===== src/rtl/status_led_ctrl_if.sv =====
// LED controller bundle: per-channel mode/event in, LED drive and shared tick out.
// Free-running, no backpressure; the slave modport is the controller side.
interface status_led_ctrl_if #(
    parameter int CH = 4
);
    logic [3*CH-1:0] mode;
    logic [CH-1:0]   evt;
    logic [CH-1:0]   led;
    logic            tick;

    modport master (output mode, output evt, input led, input tick);
    modport slave  (input mode, input evt, output led, output tick);
endinterface


===== src/rtl/status_led_ctrl.sv =====
// Multi-channel status LED driver on a shared 1 ms tick and phase; mode/event to LED is 1 cycle.
// Free-running, no backpressure: events are single-cycle strobes and are never stalled.
module status_led_ctrl #(
    parameter int CLK_HZ          = 50_000_000,
    parameter int TICK_HZ         = 1000,
    parameter int CH              = 4,
    parameter int BLINK_PERIOD_MS = 1000,
    parameter int FLASH_MS        = 50,
    parameter bit ACTIVE_LOW      = 1'b0
) (
    input  logic           i_clk,
    input  logic           i_rst_n,
    status_led_ctrl_if.slave io_led
);
    localparam int DIV = CLK_HZ / TICK_HZ;
    localparam int P   = BLINK_PERIOD_MS;
    localparam int PCW = $clog2(DIV);
    localparam int PHW = $clog2(P);
    localparam int FCW = $clog2(FLASH_MS + 1);

    localparam logic [PCW-1:0] PC_MAX     = PCW'(DIV - 1);
    localparam logic [PHW-1:0] PH_MAX     = PHW'(P - 1);
    localparam logic [PHW-1:0] PH_HALF    = PHW'(P / 2);
    localparam logic [PHW-1:0] PH_QUART   = PHW'(P / 4);
    localparam logic [PHW-1:0] PH_EIGHTH  = PHW'(P / 8);
    localparam logic [PHW-1:0] PH_3EIGHTH = PHW'(3 * P / 8);
    localparam logic [FCW-1:0] FC_LOAD    = FCW'(FLASH_MS);

    localparam logic [2:0] M_OFF   = 3'd0;
    localparam logic [2:0] M_ON    = 3'd1;
    localparam logic [2:0] M_SLOW  = 3'd2;
    localparam logic [2:0] M_FAST  = 3'd3;
    localparam logic [2:0] M_HEART = 3'd4;
    localparam logic [2:0] M_FLASH = 3'd5;

    logic [PCW-1:0] r_pc;
    logic           r_tick;
    logic [PHW-1:0] r_ph;
    logic [FCW-1:0] r_fc     [CH];
    logic [FCW-1:0] w_fc_nxt [CH];
    logic [CH-1:0]  w_on;
    logic [CH-1:0]  r_led;
    logic           w_slow;
    logic           w_fast;
    logic           w_heart;

    always_ff @(posedge i_clk) begin
        if (!i_rst_n) begin
            r_pc   <= '0;
            r_tick <= 1'b0;
            r_ph   <= '0;
        end else begin
            r_pc   <= (r_pc == PC_MAX) ? '0 : r_pc + 1'b1;
            r_tick <= (r_pc == PC_MAX);
            if (r_tick) begin
                r_ph <= (r_ph == PH_MAX) ? '0 : r_ph + 1'b1;
            end
        end
    end

    always_comb begin
        w_slow  = (r_ph < PH_HALF);
        w_fast  = ((r_ph % PH_QUART) < PH_EIGHTH);
        w_heart = (r_ph < PH_EIGHTH) || ((r_ph >= PH_QUART) && (r_ph < PH_3EIGHTH));
    end

    // Flash channels light from the next-state counter so an event shows on the very next edge.
    always_comb begin
        logic [2:0] m;
        for (int i = 0; i < CH; i++) begin
            m           = io_led.mode[3*i +: 3];
            w_fc_nxt[i] = '0;
            w_on[i]     = 1'b0;
            case (m)
                M_OFF:   w_on[i] = 1'b0;
                M_ON:    w_on[i] = 1'b1;
                M_SLOW:  w_on[i] = w_slow;
                M_FAST:  w_on[i] = w_fast;
                M_HEART: w_on[i] = w_heart;
                M_FLASH: begin
                    if (io_led.evt[i]) begin
                        w_fc_nxt[i] = FC_LOAD;
                    end else if (r_tick && (r_fc[i] != '0)) begin
                        w_fc_nxt[i] = r_fc[i] - 1'b1;
                    end else begin
                        w_fc_nxt[i] = r_fc[i];
                    end
                    w_on[i] = (w_fc_nxt[i] != '0);
                end
                default: w_on[i] = 1'b0;
            endcase
        end
    end

    always_ff @(posedge i_clk) begin
        if (!i_rst_n) begin
            for (int i = 0; i < CH; i++) begin
                r_fc[i] <= '0;
            end
            r_led <= {CH{ACTIVE_LOW}};
        end else begin
            for (int i = 0; i < CH; i++) begin
                r_fc[i] <= w_fc_nxt[i];
            end
            r_led <= w_on ^ {CH{ACTIVE_LOW}};
        end
    end

    assign io_led.led  = r_led;
    assign io_led.tick = r_tick;
endmodule


===== src/flat_wrapper.sv =====
// flat-port wrapper written by rule: the top's interface ports become plain ports
module status_led_ctrl_flat 
#(
    parameter int CLK_HZ          = 50_000_000,
    parameter int TICK_HZ         = 1000,
    parameter int CH              = 4,
    parameter int BLINK_PERIOD_MS = 1000,
    parameter int FLASH_MS        = 50,
    parameter bit ACTIVE_LOW      = 1'b0
)
  (i_clk, i_rst_n, io_led_mode, io_led_evt, io_led_led, io_led_tick);
  status_led_ctrl_if #(.CH(CH)) io_led_i ();
  input  logic i_clk;
  input  logic i_rst_n;
  input wire logic [$bits(io_led_i.mode)-1:0] io_led_mode;
  input wire logic [$bits(io_led_i.evt)-1:0] io_led_evt;
  output wire logic [$bits(io_led_i.led)-1:0] io_led_led;
  output wire logic [$bits(io_led_i.tick)-1:0] io_led_tick;
  assign io_led_i.mode = io_led_mode;
  assign io_led_i.evt = io_led_evt;
  assign io_led_led = io_led_i.led;
  assign io_led_tick = io_led_i.tick;
  status_led_ctrl #(.CLK_HZ(CLK_HZ), .TICK_HZ(TICK_HZ), .CH(CH), .BLINK_PERIOD_MS(BLINK_PERIOD_MS), .FLASH_MS(FLASH_MS), .ACTIVE_LOW(ACTIVE_LOW)) u_core (.i_clk(i_clk), .i_rst_n(i_rst_n), .io_led(io_led_i));
endmodule

===== config.mk =====
export PLATFORM = sky130hd
export DESIGN_NAME = status_led_ctrl_flat
export DESIGN_NICKNAME = d
export VERILOG_FILES = /design/src/rtl/status_led_ctrl_if.sv /design/src/rtl/status_led_ctrl.sv /design/src/flat_wrapper.sv
export SDC_FILE = /design/constraint.sdc
export NUM_CORES = 1
export LEC_CHECK = 0
export CAP_MARGIN = 20
export CORE_UTILIZATION = 64
export DETAILED_ROUTE_END_ITERATION = 12
export PLACE_DENSITY = 0.95
export SYNTH_ARGS = -nofsm -noshare
export SYNTH_HDL_FRONTEND = slang
export SYNTH_SLANG_ARGS = --single-unit

===== constraint.sdc =====
create_clock -name i_clk -period 4.9 [get_ports i_clk]
set_input_delay 1.225 -clock i_clk [delete_from_list [all_inputs] [get_ports i_clk]]
set_output_delay 1.225 -clock i_clk [all_outputs]
set_load 0.02 [all_outputs]

== After elaboration in Yosys (flattened, before gate mapping) ==
Memories as Yosys holds them, arrays and structs flattened.
Cells that the tools add are included.

* Memory bits (writable): 24
* Bits in registers: 31
* Memories kept: 1
* Output and inout bits: 5

{| class="wikitable"
|+ Memory list
! memory !! depth !! bits a word !! rd ports !! clocked after Yosys merged registers in !! wr ports !! line !! text
|-
| u_core.r_fc || 4 || 6 || 4 || 0 || 4 || status_led_ctrl.sv:39 || <nowiki>logic [FCW-1:0] r_fc [CH];</nowiki>
|}

* Eq/ne operators: 22
* $add $sub $neg: 6
* Muxes and demuxes: 27
* Magnitude comparators: 5
* Reductions and logical operators: 15
* Div/mod/pow operators: 1
* Bitwise operators: 5

{| class="wikitable"
|+ Operators with widths
! operator !! number
|-
| 2-to-1 mux 6 bit || 20
|-
| nonzero test 6 bit || 8
|-
| == test 3 x 2 -> 1 bit (second input constant) || 8
|-
| == test 3 bit (second input constant) || 8
|-
| subtractor 6 x 1 -> 6 bit (second input constant) || 4
|-
| < comparator 10 x 7 -> 1 bit (second input constant) || 2
|-
| < comparator 10 x 9 -> 1 bit (second input constant) || 2
|-
| case mux 1 bit (5 select lines) || 4
|-
| adder 16 x 1 -> 16 bit (second input constant) || 1
|-
| == test 16 bit (second input constant) || 1
|-
| == test 3 x 1 -> 1 bit (second input constant) || 4
|-
| adder 10 x 1 -> 10 bit (second input constant) || 1
|-
| == test 10 bit (second input constant) || 1
|-
| greater-or-equal comparator 10 x 8 -> 1 bit (second input constant) || 1
|-
| remainder unit 10 x 8 -> 10 bit (second input constant) || 1
|-
| 2-to-1 mux 10 bit || 1
|-
| logical AND 1 bit || 5
|-
| bitwise OR 1 bit || 4
|-
| 2-to-1 mux 1 bit || 2
|-
| OR reduction 2 bit || 1
|-
| logical OR 1 bit || 1
|-
| inverter 1 bit || 1
|}

== Longest topological paths before layout ==
Gate-level depths: netlist (run 1).

* Depth after elaboration: 7
* Gate-level depth with buffers: 8

== Worst setup path before layout (run 1) ==
No wires, ideal clock.

* Kind: input to register
* Start point: input i_rst_n
* End point: memory u_core.r_fc[2][0] (netlist bit)
* Arrival time: 2.236 ns
* Slack: 2.600 ns
* Stages: 5
* Cells stage by stage: clkbuf_1 -> clkinv_1 -> nor3_1 -> nand2b_1 -> nor2_1

{| class="wikitable"
|+ RTL lines
! what !! line !! text
|-
| from (decl) || flat_wrapper.sv:14 || <nowiki>input logic i_rst_n;</nowiki>
|-
| to (decl) || status_led_ctrl.sv:39 ||
|}

== Final worst setup path (run 1) ==
* Start point: register u_core.r_tick (netlist: u_core.io_led.tick)
* End point: output io_led_tick

{| class="wikitable"
|+ RTL lines
! what !! line !! text
|-
| from (decl) || status_led_ctrl.sv:37 || <nowiki>logic r_tick;</nowiki>
|-
| from (signal assigned) || status_led_ctrl.sv:54 || <nowiki>r_tick <= (r_pc == PC_MAX);</nowiki>
|-
| to (decl) || flat_wrapper.sv:18 || <nowiki>output wire logic [$bits(io_led_i.tick)-1:0] io_led_tick;</nowiki>
|}

No word-level cell between the ends.

==> results of run 1 <==
cell families (layout without fill, tap and decap cells):
family          count (synthesis)  count (layout)  synth area share [%]
compound gates                 93              93                 20.59
flops                          55              55                 32.70
xor+xnor                       26              26                 6.763
fa+ha+maj                      14              14                 5.165
simple gates                  177             177                 27.50
mux                             6               6                 1.858
buf+inv                        35              49                 5.425
worst reg2reg max path, delay by kind of cell (launching register included):
family | cells | cell delay, ns
simple gates | 2 | 0.54
flops | 1 | 0.73
compound gates | 4 | 1.13
metal layers:
layer | wire (µm) | GRT usage, % | vias to the layer above
met5 | 0 | 0 | -
met4 | 238 | 13.63 | 0
met3 | 411 | 5.285 | 26
met2 | 3468 | 45.55 | 112
met1 | 3207 | 36.23 | 1421
li1 | - | - | 1489
layout make-up:
cell class | instances | area (µm²)
clock inverter | 2 | 12.51
multi-input combinational | 316 | 2083
clock buffer | 6 | 72.57
sequential | 55 | 1101
inverter | 19 | 71.32
tap | 70 | 87.58
timing repair buffer | 22 | 220.2
fill | 391 | 1426
flip-flops by register name (all words and copies together), names as in the netlist:
register	count
u_core.io_led.led	4
u_core.r_pc	16
u_core.r_ph	10
u_core.io_led.tick	1
u_core.r_fc	24
stage by stage:
step / cells / util [%]
after floorplan: 406 / -
after global placement: 482 / 70.22
after detailed placement: 482 / 70.22
after CTS: 490 / 71.89
after global routing: 490 / 71.89
final: 490 / 71.89
cell usage in the layout (no fill, tap or decap), types with 3 or more instances in the layout:
master / n
o22ai_1: 3
inv_1: 18
nand2_1: 26
a21o_1: 5
nor2_1: 61
and3_1: 10
nand3_1: 15
o221ai_1: 4
or2_2: 3
a21oi_1: 24
o21a_1: 5
o31ai_1: 4
xor2_1: 11
or3_1: 5
nor2b_1: 4
clkbuf_8: 5
ha_1: 13
nor4b_1: 8
a211oi_1: 5
o31a_1: 4
mux2i_1: 4
nor3_1: 14
xnor2_1: 15
nor3b_1: 3
nand4_1: 7
o21ai_0: 8
clkdlybuf4s50_1: 22
nand2b_1: 7
dfxtp_1: 55
worst max path at each step:
stage	startpoint	endpoint	slack [ns]	cells after the start
6_report	u_core.io_led.tick	io_led_tick	1.90	1
5_1_grt	u_core.io_led.tick	io_led_tick	1.85	1
4_1_cts	u_core.io_led.tick	io_led_tick	1.92	1
3_5_place_dp	i_rst_n	u_core.r_fc[2][0]	1.81	5
3_3_place_gp	i_rst_n	u_core.r_fc[2][3]	1.95	5
2_1_floorplan	i_rst_n	u_core.r_fc[2][0]	2.60	5
power by group:
part           internal (W)  total (W)  switching [W]  leakage, nW
combinational     0.0000316  0.0000638      0.0000322        0.815
sequential         0.000453   0.000457     0.00000418        0.445
clock              0.000100   0.000250       0.000149       0.0412
total              0.000585   0.000771       0.000185         1.30
==> results.toml, run 1 <==
[floorplan]
die_h_um = 74.53
core_um2 = 5075
initial_core_util_pct = 66.35
rows = 26
io_pins = 23
die_x_um = 74.53
dieArea_um2 = 5555

[yosys]
syn-cell-area_um2 = 3367
ys_ff_latch = 55
post-synth-top-area-cell = "dfxtp_1"
yosysMostFrequentCell = "nor2_1"
synth_cells = 406
syn_nets = 437
ys_seq_area_share_pct = 32.70
ys_types = 71
async_flop_share_pct = 0
synth_edf_count = 0
avgSynthCellArea_um2 = 8.293
synth_commonest_cells = "nor2_1 (61), dfxtp_1 (55), nand2_1 (26)"
synth_ff_type = "dfxtp_1"
yosysWarnings = 0
ys_top_cells_by_area = "dfxtp_1 (33%), nor2_1 (6.8%), ha_1 (4.8%)"
yosysTopAreaCellShare_pct = 32.70

[clock_tree]
clock_path_buffers = 2
root_buffer = "clkbuf_8"
hold_buffers = 0
clock_sinks = 55
htree_levels = 2
cts_buffers = 5
clk_pin_slew_ns = 0.10
cts_tree = "yes"
insertion_delay_ns = 0.31
cts_post_setup_buffers_inserted = 0
cts_resized = 0

[power]
power_density_nw_per_um2 = 211.2
max-vdd-ir-drop_mv = 0.2061
power_leakage_nw = 1.301
total_power_w = 0.0007706

[routing]
vias = 3048
drc = 0
drtIter0Drc = 198
first_pass_iters = 6
viasPerCell = 6.220
drt-total-wl_um = 7327
wl_per_cell_um = 14.95
antenna_left = 0

[min_path]
min_path_cells = 1
worstHoldStart = "u_core.r_pc[0]"
whs_endpoint = "u_core.r_pc[0]"
hp-class = "flop to flop"

[place]
hpwl_um = 5360
place_ws_ns = 1.813
gp_congestion = 0.9302
io_buffers = 22
placed_area_um2 = 3563

[setup_path]
cp_slowest_cell = "dfxtp_1"
r2r-start = "u_core.r_ph[3]"
r2r_cells = 6
crit_path_max_fanout = 17
crit_path_cell_trace = "clkdlybuf4s50_1"
worstSetupEndpointType = "output port"
crit_buf_inv = 1
path_delay_family = "flip-flops"
r2r_end = "u_core.io_led.led[0]"
critical_path_required_ns = 3.67
max_stage_delay_ns = 0.74
startpoint_type = "flop"
r2r_setup_slack_ns = 2.45
arrival_ns = 1.78
crit_type = "flop to output port"

[sta]
max_freq_mhz = 333.3
slew_viol_final = 0
fin_crit_ns = 3.001
relSlewSlack_pct = 51.10
worst_pin_slew_ns = 0.7258
setup_viol = 0
hold_slack_ns = 0.4520
period_share_pct = 61.24
hold_violations = 0
setup_tns_ns = 0
grt_setup_unrepaired = "false"
finClkSkew_ns = 0.004784
fin_ws_ns = 1.899

[global_routing]
grt_usage_pct = 28.21
grt_pass1_wl_um = 12160
antenna_found_initial = 0
grt_max_degree = 19
grt-ovfl-total = 0
grt_pass1_vias = 2743

[cells_and_area]
synthToLayoutAreaGrowth_pct = 8.361
nNetsFinal = 450
n_antenna_cell = 0
finalInstanceArea_um2 = 3649
final_layout_size_suffix_gt1_share_pct = 6.905

[job]
max-cap-violations = 0

[outcome]
outcome = "complete, no violations"
Note: power is estimated with default switching activity, not from simulation.
==> run 2: changes to the inputs <==
CORE_UTILIZATION = 59   (was 64)
PLACE_DENSITY = 0.91   (was 0.95)
clock period = 2.9 ns   (was 4.9 ns; I/O delays follow)
==> run 2 against run 1 <==
Net effect:
- flip-flop and latch count is the same
- highest routed layer unchanged
- clock-buffer cell count shrank 1
- critical path type is now flop to flop
- setup slack lost 1.4 ns
- non-clock buffer count grew 2
- wire length grew 1.7%
==> results.toml, run 2 (synthesized netlist as in run 1, its figures left out) <==
[global_routing]
grt_usage_pct = 26.51
grt_max_degree = 20
grt-ovfl-total = 0
antenna_found_initial = 0
grt_pass1_wl_um = 12930
grt_pass1_vias = 2893

[setup_path]
arrival_ns = 2.64
startpoint_type = "flop"
critical_path_required_ns = 3.10
crit_type = "flop to flop"
r2r_cells = 6
worstSetupEndpointType = "flop"
crit_path_max_fanout = 18

[floorplan]
rows = 27
core_um2 = 5507
dieArea_um2 = 6012
die_x_um = 77.54
io_pins = 23
die_h_um = 77.54
initial_core_util_pct = 61.15

[routing]
first_pass_iters = 5
wl_per_cell_um = 15.09
drc = 0
drt-total-wl_um = 7453
vias = 3055
drtIter0Drc = 248
antenna_left = 0
viasPerCell = 6.184

[place]
io_buffers = 22
place_inst = 486
gp_congestion = 0.8892
hpwl_um = 5373

[sta]
fin_crit_ns = 2.433
setup_tns_ns = 0
relSlewSlack_pct = 51.32
max_freq_mhz = 410.9
period_share_pct = 83.91
setup_viol = 0
hold_violations = 0
grt_setup_unrepaired = "false"
finClkSkew_ns = 0.01051
hold_slack_ns = 0.4880
slew_viol_final = 0
worst_pin_slew_ns = 0.7225

[clock_tree]
clock_path_buffers = 2
cts_buffers = 5
cts_tree = "yes"
htree_levels = 2
root_buffer = "clkbuf_8"
clk_pin_slew_ns = 0.11
cts_post_setup_buffers_inserted = 0
clock_sinks = 55
cts_resized = 0
hold_buffers = 0
insertion_delay_ns = 0.31

[power]
cell_internal_pwr_w = 0.001000
p_comb_share_pct = 8.2
power.net_switching_w = 0.0003324
power_density_nw_per_um2 = 362.2
seqPwrFrac_pct = 58.0
power_leakage_nw = 1.321
clock_power_share_pct = 33.8
switching_share_pct = 24.95
max-vdd-ir-drop_mv = 0.2901

[outcome]
outcome = "complete, no violations"

[cells_and_area]
largest_reg_flops = 24
final_common_cell = "nor2_1"
num-fill-cells = 414
final_layout_size_suffix_gt1_share_pct = 7.583
nNetsFinal = 452
synthToLayoutAreaGrowth_pct = 9.253
multi_input_area_um2 = 2083
n_antenna_cell = 0
final_cell_mix = "nor2_1 (61), dfxtp_1 (55), nand2_1 (26)"
regArea_um2 = 1101
final_cells = 494
biggestRegsByFlops = "u_core.r_fc x24, u_core.r_pc x16, u_core.r_ph x10"
top_register = "u_core.r_fc"

[job]
max-cap-violations = 0

[min_path]
min_path_cells = 1
hp-class = "flop to flop"
-- run 2: cell count changes in the layout (fill, tap and decap cells not counted), sizes merged --
cell	before	now
buf	0	2
clkbuf	6	5
clkinv	2	3
clkinvlp	1	0
inv	18	19
-- run 2: path summary, 6_finish.rpt --
check	to	slack, ns	startpoint
min	u_core.r_pc[0]	0.49	u_core.r_pc[0]
max	u_core.io_led.led[1]	0.47	u_core.r_ph[3]
max reg2reg	u_core.io_led.led[1]	0.47	u_core.r_ph[3]
min reg2reg	u_core.r_pc[0]	0.49	u_core.r_pc[0]
-- run 2: cell type report --
type,instances,area share [%]
clock buffer,5,1.871
clock inverter,3,0.7823
inverter,19,1.939
multi-input combinational,316,56.63
sequential,55,29.93
tap,72,2.449
timing repair buffer,24,6.395
-- run 2: metrics by stage --
step	cell area [µm²]	power [W]	util, %	setup WS, ns
after floorplan	3367	0.0008424	-	0.9465
after global placement	3581	0.0008940	65.03	0.6364
after detailed placement	3581	0.0008965	65.03	0.5589
after CTS	3679	0.001333	66.80	0.5201
after global routing	3679	0.001379	66.80	0.3431
final	3679	0.001332	66.80	0.4665
-- run 2: power groups by stage --
stage	registers (W)	logic [W]	clock network [W]
after floorplan	0.000793	0.0000490	0
after global placement	0.000789	0.000105	0
after detailed placement	0.000790	0.000107	0
after CTS	0.000773	0.000108	0.000452
after global routing	0.000774	0.000120	0.000485
final	0.000773	0.000109	0.000450
-- run 2: critical path, cell delays in order (launching register included) --
cell      delay [ns]
dfxtp_1         0.71
o21a_1          0.34
o221ai_1        0.16
a211oi_2        0.41
a32oi_2         0.21
o22a_1          0.24
o2111a_1        0.25
-- run 2: per-layer routing --
metal / vias to the layer above / track usage (%) / wire length, µm
li1: 1503 / - / -
met1: 1401 / 35.14 / 3320
met2: 130 / 42.57 / 3435
met3: 21 / 3.412 / 469
met4: 0 / 12.64 / 227
met5: - / 0 / 0
==> run 3: changes to the inputs <==
clock period = 2.3 ns   (was 2.9 ns; I/O delays follow)
==> run 3 against run 2 <==
Net effect:
- flip-flop and latch count did not move
- wire length rose by 2.0%
- cell count rose by 2.8%
- die area did not move
- setup slack got worse by 0.35 ns
- combinational power rose by 27%
- power rose by 24%
==> results.toml, run 3 (synthesized netlist as in run 1, its figures left out) <==
[routing]
wl_per_cell_um = 14.96
first_pass_iters = 5
viasPerCell = 6.144
drc = 0
drt-total-wl_um = 7602
antenna_left = 0
vias = 3121
drtIter0Drc = 350

[sta]
slew_viol_final = 0
max_freq_mhz = 458.7
hold_violations = 0
relSlewSlack_pct = 54.91
setup_tns_ns = 0
finClkSkew_ns = 0.01069
worst_pin_slew_ns = 0.6692
fin_crit_ns = 2.180
grt_setup_unrepaired = "false"
setup_viol = 0
period_share_pct = 94.78

[cells_and_area]
final_layout_size_suffix_gt1_share_pct = 10.78
num-fill-cells = 427
finalInstanceArea_um2 = 3775
largest_reg_flops = 24
final_cell_mix = "nor2_1 (61), dfxtp_1 (54), nand2_1 (26)"
top_register = "u_core.r_fc"
nNetsFinal = 466
biggestRegsByFlops = "u_core.r_fc x24, u_core.r_pc x16, u_core.r_ph x10"
final_util_pct = 68.55
n_antenna_cell = 0
synthToLayoutAreaGrowth_pct = 12.11
final_common_cell = "nor2_1"

[setup_path]
startpoint_type = "flop"
r2r_setup_slack_ns = 0.12
crit_path_max_fanout = 8
startpoint = "u_core.r_ph[8]"
r2r_cells = 6
r2r_end = "u_core.io_led.led[1]"
arrival_ns = 2.38
critical_path_required_ns = 2.50
endpoint = "u_core.io_led.led[1]"
crit_type = "flop to flop"
worstSetupEndpointType = "flop"
r2r-start = "u_core.r_ph[8]"

[global_routing]
antenna_found_initial = 0
grt_usage_pct = 26.73
grt_pass1_vias = 2991
grt_max_degree = 18
grt-ovfl-total = 0
grt_pass1_wl_um = 13110

[floorplan]
rows = 27
die_h_um = 77.54
dieArea_um2 = 6012
io_pins = 23
die_x_um = 77.54
initial_core_util_pct = 61.15
core_um2 = 5507

[clock_tree]
cts_resized = 0
clock_path_buffers = 2
cts_buffers = 5
hold_buffers = 0
clk_pin_slew_ns = 0.10
cts_tree = "yes"
cts_post_setup_buffers_inserted = 0
root_buffer = "clkbuf_8"
clock_sinks = 55
htree_levels = 2
insertion_delay_ns = 0.31

[min_path]
hp-class = "flop to flop"

[job]
max-cap-violations = 0

[power]
power_density_nw_per_um2 = 436.6
max-vdd-ir-drop_mv = 0.2950
power_leakage_nw = 1.387

[place]
gp_congestion = 0.9400
io_buffers = 22
hpwl_um = 5699
placed_area_um2 = 3686

[outcome]
outcome = "complete, no violations"
## run 3: cell count changes in the layout (fill, tap and decap cells not counted), sizes merged
cell	previous run	this run
buf	2	16
## run 3: power breakdown
part,internal [W],leakage (nW),switching [W],total [W]
Sequential,0.000965,0.446,0.00000854,0.000974
Combinational,0.0000696,0.893,0.0000684,0.000138
Clock,0.000215,0.0483,0.000321,0.000536
Total,0.00125,1.39,0.000398,0.00165
## run 3: how the worst min path moves through the flow
| stage | slack (ns) | to | cells after the start | start |
|---|---|---|---|---|
| floorplan | 0.41 | u_core.r_pc[0] | 1 | u_core.r_pc[0] |
| global placement | 0.42 | u_core.r_pc[0] | 1 | u_core.r_pc[0] |
| detailed placement | 0.46 | u_core.r_pc[0] | 1 | u_core.r_pc[0] |
| CTS | 0.47 | u_core.r_pc[0] | 1 | u_core.r_pc[0] |
| global route | 0.49 | u_core.r_pc[0] | 1 | u_core.r_pc[0] |
| finish | 0.47 | u_core.r_pc[0] | 1 | u_core.r_pc[0] |
## run 3: layout make-up
class / instances / area [µm²] / area share, %
clock inverters: 3 / 18.77 / 0.4972
multi-input cells: 316 / 2083 / 55.19
well taps: 72 / 90.09 / 2.386
inverters: 19 / 71.32 / 1.889
clock buffers: 5 / 68.82 / 1.823
repair buffers: 38 / 340.3 / 9.016
flip-flops and latches: 55 / 1102 / 29.20
## run 3: routing by layer
metal  global-route usage, %  vias up  wire (µm)
met5                       0        -          0
met4                   10.94        0        121
met3                   5.176       17        409
met2                   45.84      110       3720
met1                   32.58     1478       3351
li1                        -     1516          -
## run 3: critical path, stage by stage (launching register included)
cell      delay (ns)
dfxtp_1         0.50
nand4_1         0.33
mux2_2          0.36
o22ai_1         0.30
nor4b_4         0.09
o22a_1          0.24
o2111a_1        0.26
## run 3: per-stage QoR
| step | setup WS [ns] | hold slack, ns | total power [W] | cells |
|---|---|---|---|---|
| 2_1_floorplan | 0.3465 | 0.4132 | 0.001062 | 406 |
| 3_3_place_gp | 0.1953 | 0.4246 | 0.001127 | 500 |
| 3_5_place_dp | 0.1292 | 0.4560 | 0.001132 | 500 |
| 4_1_cts | 0.02863 | 0.4709 | 0.001664 | 508 |
| 5_1_grt | 0.01704 | 0.4870 | 0.001733 | 508 |
| 6_report | 0.1200 | 0.4682 | 0.001648 | 508 |
